==> src/rtl/serial_rx_pkg.sv <==
// Shared types and sizing helpers for the serial line receiver.
package serial_rx_pkg;

  typedef enum logic [2:0] {IDLE, START, DATA, STOP, BREAK} rx_state_t;

  // Counter width able to hold 0..n-1; never narrower than one bit.
  function automatic int unsigned cnt_w(input int unsigned n);
    return (n <= 1) ? 1 : $clog2(n);
  endfunction

endpackage

==> src/rtl/serial_rx_if.sv <==
// Parallel word handshake plus error pulses from the serial receiver.
interface serial_rx_if #(
  parameter int unsigned DATA_W = 8
) ();
  import serial_rx_pkg::*;

  logic [DATA_W-1:0] out_data;
  logic              out_valid;
  logic              out_ready;
  logic              frame_err;
  logic              overrun;

  modport master (
    output out_data,
    output out_valid,
    input  out_ready,
    output frame_err,
    output overrun
  );

  modport slave (
    input  out_data,
    input  out_valid,
    output out_ready,
    input  frame_err,
    input  overrun
  );
endinterface

==> src/rtl/serial_rx_sync2.sv <==
// Two-flop synchronizer for a single asynchronous input bit.
module sync2 #(
  parameter logic RESET_VAL = 1'b1
) (
  input  logic clk,
  input  logic reset,
  input  logic d,
  output logic q
);
  import serial_rx_pkg::*;

  logic meta;

  // Both stages reset to the line's idle level.
  always_ff @(posedge clk) begin
    if (reset) begin
      meta <= RESET_VAL;
      q    <= RESET_VAL;
    end else begin
      meta <= d;
      q    <= meta;
    end
  end
endmodule

==> src/rtl/serial_rx.sv <==
// Start/stop framed, LSB-first serial receiver with registered word output.
module serial_rx #(
  parameter int unsigned DATA_W       = 8,
  parameter int unsigned CLKS_PER_BIT = 16
) (
  input  logic        clk,
  input  logic        reset,
  input  logic        rx_in,
  serial_rx_if.master rx_if
);
  import serial_rx_pkg::*;

  localparam int unsigned H  = CLKS_PER_BIT / 2;
  localparam int unsigned CW = cnt_w(CLKS_PER_BIT);
  localparam int unsigned BW = cnt_w(DATA_W);
  localparam logic [CW-1:0] CNT_HALF = CW'(H - 1);
  localparam logic [CW-1:0] CNT_LAST = CW'(CLKS_PER_BIT - 1);
  localparam logic [BW-1:0] BIT_LAST = BW'(DATA_W - 1);

  logic              rx_s;
  rx_state_t         state, state_d;
  logic [CW-1:0]     cnt;
  logic [BW-1:0]     bitcnt;
  logic [DATA_W-1:0] shreg;
  logic              cnt_clr, shift_en, word_done, ferr_d;

  sync2 #(.RESET_VAL(1'b1)) u_sync (
    .clk   (clk),
    .reset (reset),
    .d     (rx_in),
    .q     (rx_s)
  );

  // State register.
  always_ff @(posedge clk) begin
    if (reset) state <= IDLE;
    else       state <= state_d;
  end

  // Next-state and sample strobes.
  always_comb begin
    state_d   = state;
    cnt_clr   = 1'b0;
    shift_en  = 1'b0;
    word_done = 1'b0;
    ferr_d    = 1'b0;
    unique case (state)
      IDLE: begin
        if (!rx_s) state_d = START;
      end
      START: begin
        if (cnt == CNT_HALF) begin
          cnt_clr = 1'b1;
          state_d = rx_s ? IDLE : DATA;
        end
      end
      DATA: begin
        if (cnt == CNT_LAST) begin
          cnt_clr  = 1'b1;
          shift_en = 1'b1;
          if (bitcnt == BIT_LAST) state_d = STOP;
        end
      end
      STOP: begin
        if (cnt == CNT_LAST) begin
          cnt_clr = 1'b1;
          if (rx_s) begin
            word_done = 1'b1;
            state_d   = IDLE;
          end else begin
            ferr_d  = 1'b1;
            state_d = BREAK;
          end
        end
      end
      BREAK: begin
        if (rx_s) state_d = IDLE;
      end
      default: state_d = IDLE;
    endcase
  end

  // Bit-period counter, data-bit counter and shift register.
  always_ff @(posedge clk) begin
    if (reset) begin
      cnt    <= '0;
      bitcnt <= '0;
      shreg  <= '0;
    end else begin
      // Idle-type states hold the counter at zero so any entry starts clean.
      if (cnt_clr || state_d != state || state == IDLE || state == BREAK)
        cnt <= '0;
      else
        cnt <= cnt + 1'b1;

      if (state != DATA)  bitcnt <= '0;
      else if (shift_en)  bitcnt <= bitcnt + 1'b1;

      if (shift_en) shreg <= {rx_s, shreg[DATA_W-1:1]};
    end
  end

  // Output word register, handshake and error pulses.
  always_ff @(posedge clk) begin
    if (reset) begin
      rx_if.out_data  <= '0;
      rx_if.out_valid <= 1'b0;
      rx_if.frame_err <= 1'b0;
      rx_if.overrun   <= 1'b0;
    end else begin
      rx_if.frame_err <= ferr_d;
      rx_if.overrun   <= word_done && rx_if.out_valid && !rx_if.out_ready;
      if (word_done && (!rx_if.out_valid || rx_if.out_ready)) begin
        rx_if.out_data  <= shreg;
        rx_if.out_valid <= 1'b1;
      end else if (rx_if.out_valid && rx_if.out_ready) begin
        rx_if.out_valid <= 1'b0;
      end
    end
  end
endmodule
==> src/flat_wrapper.sv <==
// flat-port wrapper written by rule: the top's interface ports become plain ports
module serial_rx_flat import serial_rx_pkg::*;
#(
  parameter int unsigned DATA_W       = 8,
  parameter int unsigned CLKS_PER_BIT = 16
)
  (clk, reset, rx_in, rx_if_out_data, rx_if_out_valid, rx_if_out_ready, rx_if_frame_err, rx_if_overrun);
  serial_rx_if #(.DATA_W(DATA_W)) rx_if_i ();
  input  logic clk;
  input  logic reset;
  input  logic rx_in;
  output wire logic [$bits(rx_if_i.out_data)-1:0] rx_if_out_data;
  output wire logic [$bits(rx_if_i.out_valid)-1:0] rx_if_out_valid;
  input wire logic [$bits(rx_if_i.out_ready)-1:0] rx_if_out_ready;
  output wire logic [$bits(rx_if_i.frame_err)-1:0] rx_if_frame_err;
  output wire logic [$bits(rx_if_i.overrun)-1:0] rx_if_overrun;
  assign rx_if_out_data = rx_if_i.out_data;
  assign rx_if_out_valid = rx_if_i.out_valid;
  assign rx_if_i.out_ready = rx_if_out_ready;
  assign rx_if_frame_err = rx_if_i.frame_err;
  assign rx_if_overrun = rx_if_i.overrun;
  serial_rx #(.DATA_W(DATA_W), .CLKS_PER_BIT(CLKS_PER_BIT)) u_core (.clk(clk), .reset(reset), .rx_in(rx_in), .rx_if(rx_if_i));
endmodule
==> config.mk <==
export PLATFORM = sky130hd
export DESIGN_NAME = serial_rx_flat
export DESIGN_NICKNAME = d
export VERILOG_FILES = /design/src/rtl/serial_rx_pkg.sv /design/src/rtl/serial_rx_if.sv /design/src/rtl/serial_rx_sync2.sv /design/src/rtl/serial_rx.sv /design/src/flat_wrapper.sv
export SDC_FILE = /design/constraint.sdc
export NUM_CORES = 1
export LEC_CHECK = 0
export ABC_CLOCK_PERIOD_IN_PS = 2200
export CAP_MARGIN = 20
export CORE_MARGIN = 4
export CORE_UTILIZATION = 40
export DETAILED_ROUTE_END_ITERATION = 8
export DONT_BUFFER_PORTS = 1
export MAX_ROUTING_LAYER = met4
export SETUP_SLACK_MARGIN = 0.15
export SLEW_MARGIN = 20
export SYNTH_ARGS = -nofsm -noshare
export SYNTH_HDL_FRONTEND = slang
export SYNTH_SLANG_ARGS = --single-unit
==> constraint.sdc <==
create_clock -name clk -period 2.2 [get_ports clk]
set_input_delay 0.11 -clock clk [delete_from_list [all_inputs] [get_ports clk]]
set_output_delay 0.11 -clock clk [all_outputs]
set_load 0.02 [all_outputs]
==> reports/metrics.cfg <==
[run_status]
status=complete, no violations

[cts]
cts_tree=yes
numCtsBuffers=5
postCtsSetupRepairBufs=0
clk_latency_ns=0.33
clockBufferDepth=2
cts_root_buf=clkbuf_4
cts.reportedPaths.clkPinSlew_ns=0.09
cts_hold_buffers=4
h-tree-depth=2
numClockSinks=31
post_cts_resized=0

[critical_path]
slowest_stage=and3_1
worst-setup-path-type=flip-flop to flip-flop
path_buf_inv=0
rrSetupSlack_ns=0.42
r2r_cells=4
worst_ep_required_time_ns=2.46
critPathMaxStageDelay_ns=0.41
start_kind=flip-flop
worstPathArrival_ns=2.04
crit_chain=ha_1 -> and4_1 -> and3_1 -> mux2i_1
critical_path.top_delay_family=simple AND/OR/NAND/NOR gates
r2r-end=u_core.rx_if.out_data[5]
cp-end-kind=flip-flop
critPathMaxFanout=9
reg2reg_from=u_core.cnt[0]

[global_route]
grt_overflow=0
antenna_found_initial=0
grt_max_degree=19
grt_pass1_wl_mm=3.822
grt_pass1_vias=905
grtUsageTotal_pct=12.26

[placement]
hpwl_mm=1.432
gp_congestion=0.7533
place_inst=162
numPortBuffers=0
pre_cts_ws_ns=0.4260

[sta]
maxSlewHeadroom_pct=63.69
tns_ns=0
finClkSkew_ns=0.007226
fin_crit_ns=1.781
fin_ws_ns=0.4194
slew_violations=0
fmax_mhz=561.6
finalCritPeriodShare_pct=80.94
rsz0062_at_grt=no
report.final.setup_viol=0
worst_pin_slew_ns=0.5429
hold_violations=0

[logic_synthesis]
syn_nets=134
seq_area_frac_synth_pct=47.19
yosys_warnings=0
yosys.cell_types.count=35
syn_inst=127
synth_seq_cells=31
netlist_area_um2=1315
syn_area_per_cell_um2=10.35

[route]
initialDrtViolationCount=8
wl_per_cell_um=12.37
first_pass_iters=3
route.detailed.drc=0
drt-total-wl_mm=2.140
ant_nets=0
num_vias=862
drt-vias-per-instance=4.983

[flow_run]
cap_violations=0

[min_path]
min-delay-start=reset
hold_path_depth=2
hold_class=input pin to flip-flop
hold_end=u_core.shreg[1]

[pwr]
power_density_nw_per_um2=659.8
p_leak_nw=0.5778
vdd_drop_max_v=0.0002645
total_power_mw=0.9263

[die]
num_rows=20
coreArea_um2=3103
dieArea_um2=4269
die_y_um=65.34
chipWidth_um=65.34
pin_count=15
start_util_pct=42.38

[final_layout]
final_common_cell=dfxtp_1
layout_common_cells=dfxtp_1 (31), nand2b_1 (20), mux2i_1 (19)
diodes=0
drive_gt1_share_pct=9.302
fillers=329
syn2layout_area_growth_pct=6.756
nets=136
fin_cells=173

## logic make-up after synthesis
kind of cell,count (synthesis),share of synthesized area [%]
flops,31,47.19
fa+ha+maj,3,2.855
xor+xnor,3,1.998
mux,19,14.46
buf+inv,12,5.614
simple gates,49,22.08
compound gates,10,5.805
## worst max-delay path by stage
| stage | start | endpoint | slack (ns) | cells past startpoint |
|---|---|---|---|---|
| final | u_core.cnt[0] | u_core.rx_if.out_data[5] | 0.42 | 4 |
| after CTS | u_core.cnt[0] | u_core.rx_if.out_data[1] | 0.41 | 4 |
| after floorplan | u_core.cnt[0] | u_core.shreg[1] | 0.78 | 6 |
| after global routing | u_core.cnt[0] | u_core.rx_if.out_data[5] | 0.23 | 4 |
| after global placement | u_core.cnt[0] | u_core.rx_if.out_data[3] | 0.47 | 4 |
| after detailed placement | u_core.cnt[0] | u_core.rx_if.out_data[1] | 0.43 | 4 |
## state kept, by name, indices dropped and copies added (netlist names)
register,flops
u_core.rx_if.out_data,8
u_core.rx_if.frame_err,1
u_core.u_sync.meta,1
u_core.rx_if.out_valid,1
u_core.cnt,4
u_core.bitcnt,3
u_core.shreg,8
u_core.u_sync.q,1
u_core.rx_if.overrun,1
u_core.state,3
## layer usage
layer	GRT usage [%]	vias to the layer above	wire, um
met5	-	-	0
met4	6.218	0	48
met3	6.496	6	140
met2	18.58	15	927
met1	13.02	404	1024
li1	-	437	-
## per-stage QoR
step / hold WS, ns / cell area (um^2) / util, %
after global placement: 0.1821 / 1308 / 42.14
after detailed placement: 0.1838 / 1308 / 42.14
after global routing: 0.01726 / 1404 / 45.24
after CTS: 0.003510 / 1404 / 45.24
after floorplan: 0.2138 / 1315 / -
final: 0.01796 / 1404 / 45.24
## layout make-up
cell class | instances | area, um^2 | share of cell area (%)
inverter | 3 | 11.26 | 0.8021
tap | 44 | 55.05 | 3.922
clock inverter | 1 | 5.005 | 0.3565
timing repair buffer | 4 | 40.04 | 2.852
sequential | 31 | 620.6 | 44.21
clock buffer | 6 | 51.30 | 3.654
multi-input combinational | 84 | 620.6 | 44.21
## where the power goes
group | total, mW | internal, mW | switching [mW]
clock network | 0.334 | 0.148 | 0.186
logic | 0.0234 | 0.0144 | 0.00903
registers | 0.569 | 0.564 | 0.00474
## synthesized netlist by cell type (all sizes together)
| library cell | instances | share of area, % |
|---|---|---|
| a2111oi | 1 | 0.67 |
| a21oi | 2 | 0.76 |
| a22o | 1 | 0.67 |
| a311oi | 1 | 0.67 |
| a31oi | 1 | 0.48 |
| a41oi | 1 | 0.67 |
| and3 | 1 | 0.48 |
| and3b | 1 | 0.67 |
| and4 | 1 | 0.67 |
| buf | 7 | 4.2 |
| clkbuf | 2 | 0.57 |
| dfxtp | 31 | 47 |
| ha | 3 | 2.9 |
| inv | 3 | 0.86 |
| mux2i | 19 | 14 |
| nand2 | 3 | 0.86 |
| nand2b | 20 | 9.5 |
| nand3 | 3 | 1.5 |
| nand3b | 1 | 0.57 |
| nand4 | 1 | 0.95 |
| nand4b | 1 | 0.67 |
| nor2 | 9 | 2.6 |
| nor2b | 1 | 0.48 |
| nor3 | 3 | 1.1 |
| nor3b | 1 | 0.57 |
| o21ai | 1 | 0.38 |
| o221a | 1 | 0.86 |
| o221ai | 1 | 0.67 |
| or2 | 2 | 0.95 |
| or3 | 1 | 0.48 |
| xnor2 | 1 | 0.67 |
| xor2 | 2 | 1.3 |
Note: power is estimated with default switching activity, not from simulation.
